<file path="config.mk">
export PLATFORM = sky130hd
export DESIGN_NAME = alu_pipe
export DESIGN_NICKNAME = d
export VERILOG_FILES = /design/src/rtl/alu_pipe.sv
export SDC_FILE = /design/constraint.sdc
export NUM_CORES = 1
export LEC_CHECK = 0
export ABC_AREA = 1
export BUFFER_PORTS_ARGS = -buffer_cell sky130_fd_sc_hd__buf_4
export CORE_UTILIZATION = 50
export CTS_CLUSTER_SIZE = 16
export DETAILED_ROUTE_END_ITERATION = 12
export PLACE_DENSITY = 0.69
export SLEW_MARGIN = 20
export SYNTH_ARGS = -nofsm -noshare
export SYNTH_HDL_FRONTEND = slang
export SYNTH_SLANG_ARGS = --single-unit
</file>
<file path="constraint.sdc">
create_clock -name clk -period 2.8 [get_ports clk]
set_input_delay 0.28 -clock clk [delete_from_list [all_inputs] [get_ports clk]]
set_output_delay 0.28 -clock clk [all_outputs]
set_load 0.005 [all_outputs]
</file>
<file path="src/rtl/alu_pipe.sv">
// Handshaked, registered ALU: add/sub with flags, logic ops, compares, shifts.
// Define ALU_PIPE_MUL_EN to add the iterative shift-add multiplier (opcode 1010, BUSY state).
module alu_pipe #(
  parameter int WIDTH = 32,
  parameter int SHW   = $clog2(WIDTH)
) (
  input  logic             clk,
  input  logic             reset,
  input  logic             in_valid,
  output logic             in_ready,
  input  logic [WIDTH-1:0] SrcA,
  input  logic [WIDTH-1:0] SrcB,
  input  logic [3:0]       ALUControl,
  output logic             out_valid,
  input  logic             out_ready,
  output logic [WIDTH-1:0] ALUResult,
  output logic             Zero,
  output logic             Carry,
  output logic             Overflow
);

  typedef enum logic [3:0] {
    OP_ADD  = 4'd0,
    OP_SUB  = 4'd1,
    OP_AND  = 4'd2,
    OP_OR   = 4'd3,
    OP_XOR  = 4'd4,
    OP_SLTU = 4'd5,
    OP_SLT  = 4'd6,
    OP_SLL  = 4'd7,
    OP_SRL  = 4'd8,
    OP_SRA  = 4'd9,
    OP_MUL  = 4'd10
  } op_t;

`ifdef ALU_PIPE_MUL_EN
  typedef enum logic [1:0] {IDLE, BUSY, DONE} state_t;
`else
  typedef enum logic [1:0] {IDLE, DONE} state_t;
`endif

  state_t state, state_d, start_state;

  logic [WIDTH-1:0] result_q;
  logic             carry_q;
  logic             ovf_q;

  logic [WIDTH:0]   sum_w;
  logic [WIDTH:0]   diff_w;
  logic [SHW-1:0]   shamt;
  logic [WIDTH-1:0] res_c;
  logic             carry_c;
  logic             ovf_c;
  logic             accept;

  assign shamt = SrcB[SHW-1:0];

  always_comb begin
    sum_w   = {1'b0, SrcA} + {1'b0, SrcB};
    // Bit WIDTH of the difference is a borrow, so Carry is its inverse.
    diff_w  = {1'b0, SrcA} - {1'b0, SrcB};
    res_c   = '0;
    carry_c = 1'b0;
    ovf_c   = 1'b0;
    case (ALUControl)
      OP_ADD: begin
        res_c   = sum_w[WIDTH-1:0];
        carry_c = sum_w[WIDTH];
        ovf_c   = (SrcA[WIDTH-1] == SrcB[WIDTH-1]) && (sum_w[WIDTH-1] != SrcA[WIDTH-1]);
      end
      OP_SUB: begin
        res_c   = diff_w[WIDTH-1:0];
        carry_c = ~diff_w[WIDTH];
        ovf_c   = (SrcA[WIDTH-1] != SrcB[WIDTH-1]) && (diff_w[WIDTH-1] != SrcA[WIDTH-1]);
      end
      OP_AND:  res_c = SrcA & SrcB;
      OP_OR:   res_c = SrcA | SrcB;
      OP_XOR:  res_c = SrcA ^ SrcB;
      OP_SLTU: res_c = {{(WIDTH-1){1'b0}}, (SrcA < SrcB)};
      OP_SLT:  res_c = {{(WIDTH-1){1'b0}}, ($signed(SrcA) < $signed(SrcB))};
      OP_SLL:  res_c = SrcA << shamt;
      OP_SRL:  res_c = SrcA >> shamt;
      OP_SRA:  res_c = $signed(SrcA) >>> shamt;
      default: res_c = '0;
    endcase
  end

`ifdef ALU_PIPE_MUL_EN
  logic [WIDTH-1:0] mcand;
  logic [WIDTH-1:0] mplier;
  logic [WIDTH-1:0] acc;
  logic [WIDTH-1:0] acc_next;
  logic [SHW-1:0]   count;
  logic             mul_last;
  logic             is_mul;

  assign is_mul      = (ALUControl == OP_MUL);
  assign acc_next    = acc + (mplier[0] ? mcand : '0);
  assign mul_last    = (count == SHW'(WIDTH - 1));
  assign start_state = is_mul ? BUSY : DONE;
`else
  assign start_state = DONE;
`endif

  always_comb begin
    state_d  = state;
    in_ready = 1'b0;
    case (state)
      IDLE: begin
        in_ready = 1'b1;
        if (in_valid) state_d = start_state;
      end
`ifdef ALU_PIPE_MUL_EN
      BUSY: begin
        if (mul_last) state_d = DONE;
      end
`endif
      DONE: begin
        in_ready = out_ready;
        if (out_ready) state_d = in_valid ? start_state : IDLE;
      end
      default: state_d = IDLE;
    endcase
  end

  assign accept = in_valid & in_ready;

  always_ff @(posedge clk) begin
    if (reset) begin
      state    <= IDLE;
      result_q <= '0;
      carry_q  <= 1'b0;
      ovf_q    <= 1'b0;
`ifdef ALU_PIPE_MUL_EN
      mcand    <= '0;
      mplier   <= '0;
      acc      <= '0;
      count    <= '0;
`endif
    end else begin
      state <= state_d;
`ifdef ALU_PIPE_MUL_EN
      if (accept && is_mul) begin
        mcand  <= SrcA;
        mplier <= SrcB;
        acc    <= '0;
        count  <= '0;
      end else if (accept) begin
        result_q <= res_c;
        carry_q  <= carry_c;
        ovf_q    <= ovf_c;
      end else if (state == BUSY) begin
        acc    <= acc_next;
        mcand  <= mcand << 1;
        mplier <= mplier >> 1;
        count  <= count + 1'b1;
        if (mul_last) begin
          result_q <= acc_next;
          carry_q  <= 1'b0;
          ovf_q    <= 1'b0;
        end
      end
`else
      if (accept) begin
        result_q <= res_c;
        carry_q  <= carry_c;
        ovf_q    <= ovf_c;
      end
`endif
    end
  end

  assign out_valid = (state == DONE);
  assign ALUResult = result_q;
  assign Zero      = (result_q == '0);
  assign Carry     = carry_q;
  assign Overflow  = ovf_q;

endmodule

</file>
==> metrics.md <==
| Metric | Value |
|---|---|
| Initial antenna violation count | `4` |
| Number of synthesized flops with an enable pin | `0` |
| # clock sinks | `35` |
| Fillers | `about 2500` |
| IR drop worst, VDD | `~280 uV` |
| Final hold violations | `0` |
| Placed insts | `about 2700` |
| Worst Path Required | `2.97 ns` |
| Setup TNS | `0 ns` |
| Root buffer cell | `clkbuf_16` |
| RSZ-0062 raised after global routing | `false` |
| CP arrival | `2.73 ns` |
| Mapped Area | `between 0.01 and 0.015 sq mm` |
| DRC | `0` |
| Total congestion overflow | `0` |
| Place WS | `-0.339 ns` |
| CTS tree | `yes` |
| Worst hold-check path type | `in2reg` |
| DRT antenna net count | `0` |
| Tcrit/Tclk final | `0.915` |
| PnR worst setup slack | `0.238 ns` |
| Initial Utilization | `0.512` |
| Measured slew at the worst slew-check pin | `between 0.7 and 0.8 ns` |
| DR vias | `between 15000 and 20000` |
| Vias in the first global route | `around 15000` |
| Via-to-Cell Ratio | `approximately 6.2` |
| Resized Gates After CTS | `1` |
| CP Launch Type | `primary input` |
| Post-Route Utilization | `0.571` |
| Synth area leader | `nand2_1` |
| Final worst clock skew | `0.0109 ns` |
| Main synth FF type | `dfxtp_1` |
| Fmax achieved | `between 300 and 400 MHz` |
| Largest net degree at the start of global routing | `66` |
| Num rows | `55` |
| 1st-pass router iterations | `6` |
| Synth top area cells | `nand2_1, nand3_1, ha_1, inv_1, dfxtp_1` |
| Min Hold Slack | `around 0.32 ns` |
| Routed length per instance | `around 22 um` |
| Worst Setup Path Type | `in2reg` |
| # hold bufs at CTS | `0` |
| Clock Latency Late Sink | `roughly 0.3 ns` |
| First-pass GRT wire length | `roughly 87000 um` |
| Postcts setup bufs | `0` |
| Leading cell types by count after synthesis | `nand2_1, nand3_1, inv_1, nor2_1, a21oi_1` |
| Syn_nets | `2474` |
| Area of the die | `0.0239 sq mm` |
| Synth cell types | `50` |
| Ys async rst share | `0` |
| Slew Limit Fails | `0` |
| Mapped Cells | `between 2000 and 2500` |
| Worst slew margin | `0.532` |
| DP HPWL | `between 40000 and 50000 um` |
| Total track usage | `0.485` |
| Boundary pin count | `roughly 110` |
| PwrDens | `between 200 and 300 mW/mm^2` |
| Core area | `roughly 0.023 sq mm` |
| Count leader, synth | `nand2_1` |
| # setup viols final | `0` |
| CP endpoint kind | `flop` |
| Synth-to-Final Area Change | `11.4%` |
| Final nets | `2558` |
| GP Congestion | `approximately 1.1` |
| Detailed router's first-iteration violation count | `~2100` |
| CTS H-tree depth | `2` |
| Avg Synthesized Cell Area | `5.05 sq um` |
| Die Y | `~150 um` |
| Run status | `completed` |
| Leakage | `roughly 7.3 nW` |
| Yosys reg bits | `35` |
| Minimum clock period | `2.56 ns` |
| MaxCap Viol Count | `0` |
| Total Routed Length | `~60000 um` |
| Register area share after synthesis | `0.0603` |
| Total CTS buffers | `5` |
| Max clock buf depth | `2` |
| Layout cell share with drive strength beyond 1 | `0.0935` |
| Final cell count without fillers | `2670` |
| Port-buffer cells | `between 100 and 150` |
| Horiz. Die Dim | `~150 um` |
| Clock Pin Slew Worst Setup and Hold Paths | `0.07 ns` |
| Top-area cell type share of the netlist area | `0.260` |
| Synth warnings | `0` |
| Top fanout value on the critical path | `65` |
layout make-up:
class / instances / area (sq um) / area share
Multi-Input combinational cell: 1865 / 9250 / 0.714
Antenna cell: 1 / 2.50 / 0.000193
Inverter: 299 / 1130 / 0.0871
Clock buffer: 6 / 139 / 0.0107
Clock inverter: 1 / 5.00 / 0.000386
Timing Repair Buffer: 178 / 1370 / 0.106
Sequential cell: 35 / 701 / 0.0541
Tap cell: 285 / 357 / 0.0275
critical path, cell delays in order:
cell and delay, ns:
buf_4 0.14, buf_4 0.33, nor2_2 0.42, inv_1 0.24
nand2_1 0.15, o21ai_0 0.14, nand2_1 0.10, nand2_1 0.05
nand2_1 0.08, nand2_1 0.07, a21oi_2 0.41, nand3_1 0.13
nand2_1 0.08, a21oi_1 0.06
power breakdown:
part           total, W  switching (W)  internal, W  leakage (nW)
clock          0.000611       0.000261     0.000349        0.0727
sequential     0.000568      0.0000387     0.000529         0.286
combinational   0.00238        0.00164     0.000741          6.91
cell families (layout without fill, tap and decap cells):
kind of cell,count (synthesis),in the layout,synth area share
AND/OR/NAND/NOR,1486,1486,0.551
flip-flops,35,35,0.0603
other,0,1,0
XOR/XNOR,6,6,0.00452
AO/OA/AOI/OAI,271,271,0.129
buffers and inverters,400,484,0.145
adder cells (fa/ha/maj),102,102,0.111
per-layer routing:
metal	GRT usage	wire (um)
met5	0	23
met4	0.363	5090
met3	0.122	7680
met2	0.755	24900
met1	0.576	21300
worst paths after layout:
| kind | startpoint | end | slack [ns] | cells past startpoint |
|---|---|---|---|---|
| setup / recovery | SrcB[2] | ALUResult[29] | 0.24 | 14 |
| hold / removal | out_ready | state[0] | 0.32 | 4 |
| setup reg to reg | state[0] | ALUResult[3] | 1.31 | 7 |
| hold reg to reg | ALUResult[3] | ALUResult[3] | 0.49 | 2 |
flip-flops by register name, indices dropped and copies added (netlist names):
register   count
ALUResult     32
Carry          1
Overflow       1
state          1
placed cells by master, fill, tap and decap left out, types with 11 or more instances in the layout:
cell	n
o21ai_1	14
o21bai_1	11
dfxtp_1	35
o211ai_1	11
nor3_1	18
nand4_1	28
inv_1	282
ha_1	100
o22ai_1	16
o21ai_0	67
inv_2	11
nor2_1	184
nand2_1	804
buf_4	175
a21oi_1	128
nand3_1	401
metrics by stage:
step / total power, W / cell area [sq um]
global placement: 0.00281 / 12800
finish: 0.00356 / 13000
floorplan: 0.00198 / 11600
global route: 0.00374 / 13000
CTS: 0.00344 / 12900
detailed placement: 0.00284 / 12800
Note: power is estimated with default switching activity, not from simulation.
